[src/rtl/pulse_width_capture.sv]
// pulse_width_capture: measures din high time in clk cycles, saturating at 2^W-1,
// and hands the result out through a valid/ack handshake.
module pulse_width_capture #(
   parameter int W = 6
) (
   input  logic         clk,
   input  logic         reset,
   input  logic         din,
   input  logic         ack,
   output logic [W-1:0] width,
   output logic         valid,
   output logic         ovf,
   output logic         busy
);
   typedef enum logic [1:0] {IDLE, MEASURE, HOLD} state_t;
   localparam logic [W-1:0] MAX = '1;
   state_t       state, state_nxt;
   logic [W-1:0] count, count_nxt, width_nxt;
   logic         sat, sat_nxt, valid_nxt, ovf_nxt;
   logic         s1, s2, s3, rise;
   logic [1:0]   prime;
   // s3 is pinned high until s2 carries real din samples, so a pulse already high at reset release never looks like a rise
   always_ff @(posedge clk or negedge reset) begin
      if (!reset) begin
         s1    <= 1'b0;
         s2    <= 1'b0;
         s3    <= 1'b1;
         prime <= 2'b00;
      end else begin
         s1    <= din;
         s2    <= s1;
         s3    <= prime[1] ? s2 : 1'b1;
         prime <= {prime[0], 1'b1};
      end
   end
   assign rise = s2 & ~s3;
   assign busy = state == MEASURE;
   always_ff @(posedge clk or negedge reset) begin
      if (!reset) begin
         state <= IDLE;
         count <= '0;
         sat   <= 1'b0;
         width <= '0;
         ovf   <= 1'b0;
         valid <= 1'b0;
      end else begin
         state <= state_nxt;
         count <= count_nxt;
         sat   <= sat_nxt;
         width <= width_nxt;
         ovf   <= ovf_nxt;
         valid <= valid_nxt;
      end
   end
   always_comb begin
      state_nxt = state;
      count_nxt = count;
      sat_nxt   = sat;
      width_nxt = width;
      ovf_nxt   = ovf;
      valid_nxt = valid;
      case (state)
         IDLE: if (rise) begin
            count_nxt = W'(1);
            sat_nxt   = 1'b0;
            state_nxt = MEASURE;
         end
         MEASURE: if (s2) begin
            count_nxt = (count == MAX) ? count : count + 1'b1;
            sat_nxt   = sat | (count == MAX);
         end else begin
            width_nxt = count;
            ovf_nxt   = sat;
            valid_nxt = 1'b1;
            state_nxt = HOLD;
         end
         HOLD: if (ack) begin
            valid_nxt = 1'b0;
            state_nxt = IDLE;
         end
         default: state_nxt = IDLE;
      endcase
   end
endmodule

[config.mk]
export PLATFORM = sky130hd
export DESIGN_NAME = pulse_width_capture
export DESIGN_NICKNAME = d
export VERILOG_FILES = /design/src/rtl/pulse_width_capture.sv
export SDC_FILE = /design/constraint.sdc
export NUM_CORES = 1
export LEC_CHECK = 0
export BUFFER_PORTS_ARGS = -buffer_cell sky130_fd_sc_hd__buf_2
export CAP_MARGIN = 20
export CORE_ASPECT_RATIO = 0.9
export CORE_UTILIZATION = 49
export DETAILED_ROUTE_END_ITERATION = 12
export GPL_ROUTABILITY_DRIVEN = 0
export PLACE_DENSITY = 0.72
export SYNTH_ARGS = -nofsm -noshare
export SYNTH_HDL_FRONTEND = slang
export SYNTH_SLANG_ARGS = --single-unit
[constraint.sdc]
create_clock -name clk -period 1.4 [get_ports clk]
set_clock_uncertainty 0.05 [all_clocks]
set_input_delay 0.21 -clock clk [delete_from_list [all_inputs] [get_ports clk]]
set_output_delay 0.21 -clock clk [all_outputs]
set_load 0.03 [all_outputs]
Word level (Yosys, flattened, before mapping) --
Index checks and enable logic that the tools add are counted.
Word-level totals: flip-flop bits (word level) 22, input bits 4
Operators by class: add/subtract/negate cells 1, eq/ne operators 8, multiplexer cells 15, bitwise gates (word level) 4, reduce and logical (&&, ||, !) cells 8
Operators with widths (number):
- 2-to-1 mux 6 bit | 3
- case mux 6 bit (2 select lines) | 1
- AND reduction 3 bit | 3
- inequality test 2 bit (second input constant) | 4
- adder 6 x 1 -> 6 bit (second input constant) | 1
- equality test 6 bit (second input constant) | 1
- 2-to-1 mux 2 bit | 3
- case mux 2 bit (3 select lines) | 1
- 2-to-1 mux 1 bit | 5
- case mux 1 bit (2 select lines) | 2
- AND reduction 4 bit | 1
- nonzero test 2 bit | 2
- equality test 2 x 1 -> 1 bit (second input constant) | 1
- equality test 2 bit (second input constant) | 1
- logical NOT 2 bit | 1
- inequality test 2 x 1 -> 1 bit (second input constant) | 1
- inverter 1 bit | 2
- AND reduction 2 bit | 1
- bitwise AND 1 bit | 1
- OR 1 bit | 1

Longest topological paths before layout --
Gate-level depths: netlist of run 1.
word-level depth 4, mapped depth 4

Worst setup path after synthesis of run 1 --
Ideal clock, no wire load.
path type register to register, start register state[0], end register ovf, setup time 0.125 ns, data arrival time 1.120 ns, required time 1.225 ns, path slack 0.105 ns, cell stages (with the launch flop) 4, clock period less this slack 1.295 ns, path through dfrtp_1 inv_2 nor3_4 mux2_2
On the way: longest elaborated chain between the ends 2
Ends and longest elaborated chain:
- from (decl) | line 17 | state_t state, state_nxt;
- from (signal assigned) | line 47 | state <= state_nxt;
- equality test 2 x 1 -> 1 bit | line 62 | case (state)
- AND reduction 2 bit (no line)
- to (signal assigned) | line 51 | ovf <= ovf_nxt;
- to (decl) | line 12 | output logic ovf,
Every way passes these cells. A chain may end at the register's enable or synchronous reset.

Worst setup path after layout of run 1 --
start register state[1], end register width[5]
On the way: longest elaborated chain between the ends 2
Ends and longest elaborated chain:
- equality test 2 x 1 -> 1 bit | line 62
- AND reduction 2 bit (no line)
- to (signal assigned) | line 50 | width <= width_nxt;
- to (decl) | line 10 | output logic [W-1:0] width,
Every way passes these cells.

==> results of run 1 <==
report_power, final:
group / switching [mW] / internal, mW / total [mW] / leakage, nW
registers: 0.0936 / 0.741 / 0.835 / 0.284
logic: 0.275 / 0.198 / 0.473 / 0.256
clock network: 0.191 / 0.290 / 0.481 / 0.0279
worst max-delay path, stage by stage (launching register included):
cell,delay [ns]
dfrtp_2,0.49
nor3_4,0.35
mux2_2,0.38
routing by layer:
layer / vias up / global-route usage, % / part of all wire (%)
met5: - / 0 / 0
met4: 0 / 11.18 / 2.0
met3: 5 / 6.186 / 4.3
met2: 12 / 32.22 / 46
met1: 359 / 27.19 / 48
li1: 354 / - / -
through the flow:
step                setup slack, ns  utilization (%)  setup TNS [ns]  std cells  hold slack, ns
finish                      0.02591            68.57               0        134         0.03352
global route               -0.02364            68.57         -0.1004        134         0.02528
CTS                         0.01113            67.14               0        132         0.02540
detailed placement          0.03780            61.71               0        125          0.1395
global placement            0.02327            61.71               0        125          0.1429
floorplan                    0.1051                -               0         86         -0.1356
synthesized netlist by cell type, types with 2 or more instances:
cell type	number
a21oi_1	4
and2_1	2
dfrtp_1	21
inv_1	4
mux2_2	7
nand2_1	4
nand2b_1	3
nand3_1	6
nor2_1	4
nor2b_1	2
nor3_1	2
o211ai_1	3
o21ai_0	5
o31ai_1	2
or3_1	2
kinds of logic after synthesis:
family,after synthesis
compound gates,18
fa+ha+maj,1
buf+inv,7
flops,22
mux,7
other cells,1
simple gates,30
sequential cells by signal, indices dropped and copies added (netlist names):
| name | cells |
|---|---|
| s1 | 1 |
| s2 | 1 |
| state | 2 |
| sat | 1 |
| ovf | 1 |
| s3 | 1 |
| count | 6 |
| prime | 2 |
| width | 6 |
| valid | 1 |
worst paths after layout:
path	end	cells after the start	slack, ns	start
setup reg to reg	width[5]	2	0.03	state[1]
setup / recovery	width[5]	2	0.03	state[1]
hold reg to reg	s2	0	0.32	s1
max in group asynchronous	s3	2	0.62	reset
min in group asynchronous	width[2]	2	0.32	reset
hold / removal	state[1]	2	0.03	ack
cell type report:
class | count | area, um2 | share of cell area, %
Clock buffer | 3 | 22.52 | 1.875
Clock inverter | 1 | 30.03 | 2.500
Inverter | 5 | 18.77 | 1.563
Multi-Input combinational cell | 57 | 400.4 | 33.33
Sequential cell | 22 | 553.0 | 46.04
Tap cell | 24 | 30.03 | 2.500
Timing Repair Buffer | 22 | 146.4 | 12.19
what timing repair did:
item                                    4_1_cts  5_1_grt
pin swaps                                     0        1
endpoints found under the hold margin        22        0
hold buffers                                  2        0
setup buffers                                 1        2
endpoints found under the setup margin        1        9
resized for setup                             5        3
==> summary.txt, run 1 <==
Run status
  • Status: finished clean

Die
  • Die Y: ~44 um
  • Die area: 2145 um2
  • Core area: around 1800 um2
  • FP Rows: 14
  • Number of I/O pins: 13
  • Starting density of the core: about 55%
  • Die Width: 48.71 um

Placement
  • # port buffers: 12
  • Post-DP Area: 1081 um2
  • Post-DP HPWL: approximately 1300 um

Detailed routing
  • DRC: 0
  • Drt via density: 5.448
  • DRT iter0 DRCs: 12
  • DR pass1 iterations: 4
  • Via Count: 730
  • WL/cell: roughly 14 um
  • Final WL: about 1900 um
  • Antenna-violating nets left: 0

Timing
  • FMAX: around 730 MHz
  • Hold Fails Final Rpt: 0
  • Max Slew Vio Count: 0
  • Final setup fails: 0
  • RSZ-0062 raised after global routing: true
  • Tmin final: around 1.4 ns
  • Final period utilization: a little over nine tenths

CTS
  • CTS tree: built
  • H-tree depth: 1
  • Root buf cell: clkbuf_4
  • Clock latency on the worst-skew pair: 0.31 ns
  • Clock sink count: 22
  • Worst-path clk slew: roughly 0.11 ns
  • Max Buffers Root-to-Sink: 2
  • TritonCTS Buffers: 3

Logic synthesis
  • Netlist cell types: 30
  • Synth top area share: between 50% and 60%
  • Adder-Cell Fraction of Synth Area: 1.300%
  • Syn Inst Count: between 80 and 90
  • Largest family of logic cells by synthesized area: simple AND/OR/NAND/NOR gates
  • Async SR Flop Fraction: 100.0%
  • Synth Area in Simple Gates: roughly 18%
  • Xor/xnor share of the synthesized area: 0%
  • Mapped Nets: 91
  • Avg Cell Area, Syn: approximately 11 um2
  • Most area-hungry cell type in the Yosys netlist: dfrtp_1
  • Post-Synthesis Cell Area: around 960 um2
  • Synth Flop Type: dfrtp_1
  • Synth area leaders: dfrtp_1 55%, mux2_2 8.2%, nand3_1 3.1%, dfstp_2 2.7%, o21ai_0 2.6%
  • Ys Warns: 0
  • Mux cell area share after synthesis: 8.192%
  • Seq cells post-synth: 22
  • Synth Area in Compound Gates: 12.22%
  • Post-synth EDFFs: 0
  • Sequential area share after synthesis: approximately 57%

Worst setup path
  • CP endpoint kind: register
  • CP arrival: about 1.5 ns
  • Worst Path Required: around 1.6 ns
  • Startpoint types: register
  • Worst Path Max Fanout: 7
  • CP Class: reg -> reg

Cells and area
  • Area Overhead vs Synth: 24.84%
  • N_diodes: 0
  • Finished layout cell area: around 1200 um2
  • Layout fillers: 144
  • Final #Nets: between 100 and 150
  • Layout cells sized above 1: 35.45%
  • Most common cell after layout, fill and taps aside: dfrtp_1
  • Most used cells in the layout excluding fill and tap cells: 20 x dfrtp_1, 11 x buf_2, 8 x buf_4

Global route
  • Vias in the first global route: 700
  • Tot GR Track Use: between 20% and 30%
  • First-pass GRT wire length: about 3200 um
  • Initial antenna violation count: 0
  • Total gr overflow: 0
  • Largest net degree at the start of global routing: 23

Worst hold path
  • Hold Crit Class: in -> reg

Power and ir drop
  • Power Density: 1489 nW/um2
  • Leak Pwr: between 0.5 and 0.6 nW
  • Total power draw: roughly 1.8 mW
  • VDD IR max: 1.000 mV

Run
  • Max cap viols: 0
Power figures use the tool's default switching activity.
==> run 2: changes to the inputs <==
- CORE_MARGIN: not set -> 8
- CORE_UTILIZATION: 49 -> 54
- PLACE_DENSITY: 0.72 -> 0.76
- clock period: 1.4 -> 1.5 ns (I/O delays scaled with it)
==> run 2 against run 1 <==
Net effect:
- combinational power down 15%
- cell area is 5.5% lower
- via count grew 0.55%
- first-iteration DRC count rose by 42%
- critical path type is now reg -> out
- largest cell class unchanged
==> summary.txt, run 2 (same netlist as run 1, synthesis figures left out) <==
Power and ir drop
  • Clock power frac: 21.7%
  • Combinational power share: a little over a quarter
  • VDD IR max: approximately 0.95 mV
  • Sequential power share: between 50% and 60%
  • Int Power: ~1000 uW
  • Sw Pwr: 522.3 uW
  • Power Density: 1339 nW/um2
  • Sw Ratio: around a third
  • Leak Pwr: 0.5319 nW

Detailed routing
  • Met3 wire len: 107 um
  • Drt via density: roughly 5.7
  • DRC: 0
  • DR pass1 iterations: 4
  • Antenna-violating nets left: 0
  • Top Metal Used: met4
  • Via Count: about 730
  • DRT iter0 DRCs: 17
  • Met1 WL: between 800 and 900 um
  • WL/cell: 15.27 um
  • Final WL: between 1500 and 2000 um
  • Met2 wire len: about 940 um

Placement
  • # port buffers: 12
  • Dpl ws: 0.07077 ns
  • Post-DP HPWL: 1423 um

Die
  • Core area: 1682 um2
  • FP Rows: 14
  • Starting density of the core: between 50% and 60%
  • Die Y: ~56 um
  • Die Width: ~60 um
  • Die area: between 3000 and 4000 um2
  • Number of I/O pins: 13

Timing
  • Max Slew Vio Count: 0
  • Final setup fails: 0
  • Tmin final: 1.442 ns
  • FMAX: between 600 and 700 MHz
  • Hold Fails Final Rpt: 0
  • Sum Neg Setup Slack: 0 ns
  • Worst setup margin: around 0.058 ns
  • Final period utilization: a little over nine tenths
  • RSZ-0062 raised after global routing: false

Cells and area
  • Util after Layout: about two thirds
  • Biggest regs: count (6), width (6)
  • Most common cell after layout, fill and taps aside: dfrtp_1
  • Area Overhead vs Synth: 17.95%
  • Most used cells in the layout excluding fill and tap cells: 19 x dfrtp_1, 11 x buf_2, 7 x mux2_2
  • Layout fillers: 145
  • Final #Nets: roughly 110
  • N_diodes: 0
  • Layout cells sized above 1: a little under a third

CTS
  • Root buf cell: clkbuf_4
  • CTS tree: built
  • Postcts setup bufs: 0
  • TritonCTS Buffers: 3
  • Clock sink count: 22
  • Clock latency on the worst-skew pair: 0.31 ns
  • H-tree depth: 1
  • Worst-path clk slew: ~0.12 ns
  • Max Buffers Root-to-Sink: 2

Worst setup path
  • Worst R2R Setup Slack: approximately 0.09 ns
  • CP bufs+invs: 1
  • CP Class: reg -> out
  • Kind of cell adding the most delay to the critical path: flip-flops
  • CP endpoint kind: output pin
  • Critical path's slowest cell: dfrtp_2
  • RR Startpoint: state[1]
  • CP arrival: around 1.2 ns
  • Slowest stage delay, CP: approximately 0.45 ns
  • Worst Path Max Fanout: 8
  • Worst Path Required: 1.22 ns
  • Crit path depth: 2
  • Crit path cell chain: nor2b_4, buf_4
  • Startpoint types: register
  • R2r endpoint: count[5]
  • R2R depth: 3

Global route
  • Total gr overflow: 0
  • Initial antenna violation count: 0
  • Tot GR Track Use: a little over an eighth
  • First-pass GRT wire length: roughly 3400 um
  • Vias in the first global route: 700
  • Largest net degree at the start of global routing: 23

Worst hold path
  • Hold Crit Class: in -> reg
  • Hold path depth: 2
  • Worst hold endpoint: state[1]
  • Hold_sp: ack

Run status
  • Status: finished clean

Run
  • Max cap viols: 0
run 2: changes by cell type in the layout (fill, tap and decap cells not counted):
cell       delta
clkbuf_8      +1
nand3_2       -1
nand2b_2      -1
buf_6         -1
and2_4        -1
buf_4         -4
bufinv_16     -1
nand3_1       +1
nand2b_1      +1
and2_1        +1
dfrtp_2       +1
dfrtp_1       -1
run 2: power by group through the flow:
stage               clock network (mW)  logic [mW]  registers (mW)
floorplan                            0       0.166           0.868
global placement                     0       0.387           0.790
detailed placement                   0       0.396           0.794
CTS                              0.339       0.404           0.785
global route                     0.361       0.446           0.803
finish                           0.329       0.401           0.789
run 2: worst max-delay path by stage:
| stage | from | endpoint | slack (ns) |
|---|---|---|---|
| after floorplan | state[0] | ovf | 0.21 |
| after global placement | state[0] | width[1] | 0.13 |
| after detailed placement | state[0] | width[0] | 0.07 |
| after CTS | state[0] | busy | 0.006 |
| after global routing | state[0] | busy | 0.009 |
| final | state[0] | busy | 0.06 |
run 2: worst reg2reg max path: stages, from the launching register on:
cell	delay [ns]
dfrtp_2	0.49
nand3b_1	0.28
or4_1	0.45
nand3_1	0.09
run 2: stage by stage:
| stage | power [mW] | area, um2 | std cells | hold slack [ns] |
|---|---|---|---|---|
| 3_3_place_gp | 1.177 | 1066 | 123 | 0.1506 |
| 3_5_place_dp | 1.190 | 1066 | 123 | 0.1579 |
| 5_1_grt | 1.610 | 1135 | 129 | 0.01399 |
| 4_1_cts | 1.528 | 1130 | 129 | 0.02572 |
| 6_report | 1.520 | 1135 | 129 | 0.02770 |
| 2_1_floorplan | 1.034 | 962.2 | 86 | -0.1206 |
run 2: layout make-up:
class	instances	area (um2)	area share (%)
clock buffer	4	36.28	3.197
inverter	5	18.77	1.654
multi-input combinational	57	390.4	34.40
sequential	22	554.3	48.84
tap	24	30.03	2.646
timing repair buffer	17	105.1	9.261
run 2: routing by layer:
metal | up-vias | track usage [%]
met1 | 355 | 17.10
li1 | 344 | -
met2 | 30 | 19.51
met5 | - | 0
met3 | 5 | 3.233
met4 | 0 | 5.980
run 2: repair_timing:
action                                 4_1_cts  5_1_grt
setup endpoints to repair                    1        1
endpoints found under the hold margin       22        0
resized for setup                            4        1
pin swaps                                    0        0
hold buffers                                 2        0
==> run 3: changes to the inputs <==
- CORE_UTILIZATION: 54 -> 50
- PLACE_DENSITY: 0.76 -> 0.71
==> run 3 against run 2 <==
Net effect:
- maximum frequency fell by 1.5%
- sequential power fell by 2%
- power rose by 7.5%
- critical path depth rose by 1
- routed wire length fell by 6.4%
- sequential share of layout area fell by 1.4 points
- register-to-register slack got worse by 0.03 ns
- die area rose by 5.8%
==> summary.txt, run 3 (same netlist as run 1, synthesis figures left out) <==
Timing
  • Worst hold slack: roughly 0.023 ns
  • Final period utilization: 97.63%
  • Sum Neg Setup Slack: 0 ns
  • Max Slew Vio Count: 0
  • Final setup fails: 0
  • Tmin final: ~1.5 ns
  • RSZ-0062 raised after global routing: false
  • Worst setup margin: 0.03558 ns
  • Hold Fails Final Rpt: 0
  • FMAX: 682.9 MHz

Power and ir drop
  • VDD IR max: 1.202 mV
  • Leak Pwr: 0.5500 nW
  • Total power draw: between 1.5 and 2 mW
  • Power Density: between 1000 and 1500 nW/um2

Placement
  • # port buffers: 12
  • Post-DP HPWL: between 1000 and 1500 um
  • Dpl ws: about 0.16 ns

Worst setup path
  • Worst Path Max Fanout: 5
  • Startpoint types: register
  • Crit. Startpoint: state[0]
  • CP arrival: 1.19 ns
  • CP endpoint kind: output pin
  • RR Startpoint: state[0]
  • CP Class: reg -> out
  • Worst Path Required: approximately 1.2 ns

Detailed routing
  • DRC: 0
  • Final WL: 1843 um
  • DRT iter0 DRCs: 44
  • Antenna-violating nets left: 0
  • Drt via density: roughly 5.5
  • Via Count: between 700 and 800
  • WL/cell: between 10 and 15 um
  • DR pass1 iterations: 4

CTS
  • TritonCTS Buffers: 3
  • CTS tree: built
  • Max Buffers Root-to-Sink: 2
  • Root buf cell: clkbuf_4
  • H-tree depth: 1
  • Clock latency on the worst-skew pair: 0.31 ns
  • Worst-path clk slew: approximately 0.12 ns
  • Clock sink count: 22

Cells and area
  • Util after Layout: 62.69%
  • Most used cells in the layout excluding fill and tap cells: 20 x dfrtp_1, 11 x buf_2, 7 x mux2_2
  • N_diodes: 0
  • Final #Nets: between 100 and 150
  • Most common cell after layout, fill and taps aside: dfrtp_1
  • Biggest regs: count (6), width (6)
  • Layout cells sized above 1: between 30% and 40%
  • Layout fillers: approximately 150
  • Area Overhead vs Synth: 21.07%

Die
  • Starting density of the core: roughly 52%
  • Number of I/O pins: 13
  • Die area: 3586 um2
  • Die Width: between 60 and 70 um
  • Core area: ~1900 um2
  • FP Rows: 15
  • Die Y: 57.62 um

Run
  • Max cap viols: 0

Global route
  • Tot GR Track Use: between 10% and 20%
  • Largest net degree at the start of global routing: 23
  • Total gr overflow: 0
  • Initial antenna violation count: 0
  • Vias in the first global route: 676
  • First-pass GRT wire length: about 3000 um

Worst hold path
  • Hold Crit Class: in -> reg
  • Hold_sp: ack

Run status
  • Status: finished clean
-- run 3: final cells by class --
| cell class | instances | area (um2) | share of cell area [%] |
|---|---|---|---|
| inverters | 5 | 18.77 | 1.611 |
| well taps | 25 | 31.28 | 2.685 |
| repair buffers | 19 | 123.9 | 10.63 |
| clock buffers | 3 | 22.52 | 1.933 |
| flip-flops and latches | 22 | 553.0 | 47.48 |
| clock inverters | 1 | 30.03 | 2.578 |
| multi-input cells | 57 | 385.4 | 33.08 |
-- run 3: path summary, 6_finish.rpt --
kind	endpoint	slack, ns	cells after the start
worst max-delay path	busy	0.04	3
worst min-delay path	state[1]	0.02	2
worst max register to register	width[2]	0.06	4
worst min register to register	prime[1]	0.32	0
max in group asynchronous	s3	0.72	2
min in group asynchronous	width[4]	0.33	2
-- run 3: metrics by stage --
stage               area [um2]  std cells
floorplan                962.2         86
global placement          1075        125
detailed placement        1075        125
CTS                       1157        132
global route              1165        132
finish                    1165        132
-- run 3: repair_timing --
item,CTS,global route
hold buffers,2,0
setup endpoints to repair,1,1
gates resized for setup,1,3
hold endpoints to repair,22,0
buffers inserted,1,0
-- run 3: critical path, cell delays in order (launching register included) --
cell and delay [ns]:
dfrtp_1 0.42, buf_4 0.16, nor2b_2 0.16, buf_6 0.14
-- run 3: per-layer routing --
| layer | part of all wire [%] | wire (um) | up-vias | global-route usage (%) |
|---|---|---|---|---|
| met5 | 0 | 0 | - | 0 |
| met3 | 5.5 | 101 | 4 | 2.308 |
| met4 | 1.7 | 31 | 0 | 6.312 |
| met2 | 42 | 772 | 31 | 14.31 |
| met1 | 51 | 937 | 340 | 13.55 |
| li1 | - | - | 345 | - |
-- run 3: where the power goes --
part	leakage [nW]	internal (mW)	switching, mW
Clock	0.0279	0.270	0.182
Sequential	0.284	0.692	0.0851
Combinational	0.238	0.162	0.243
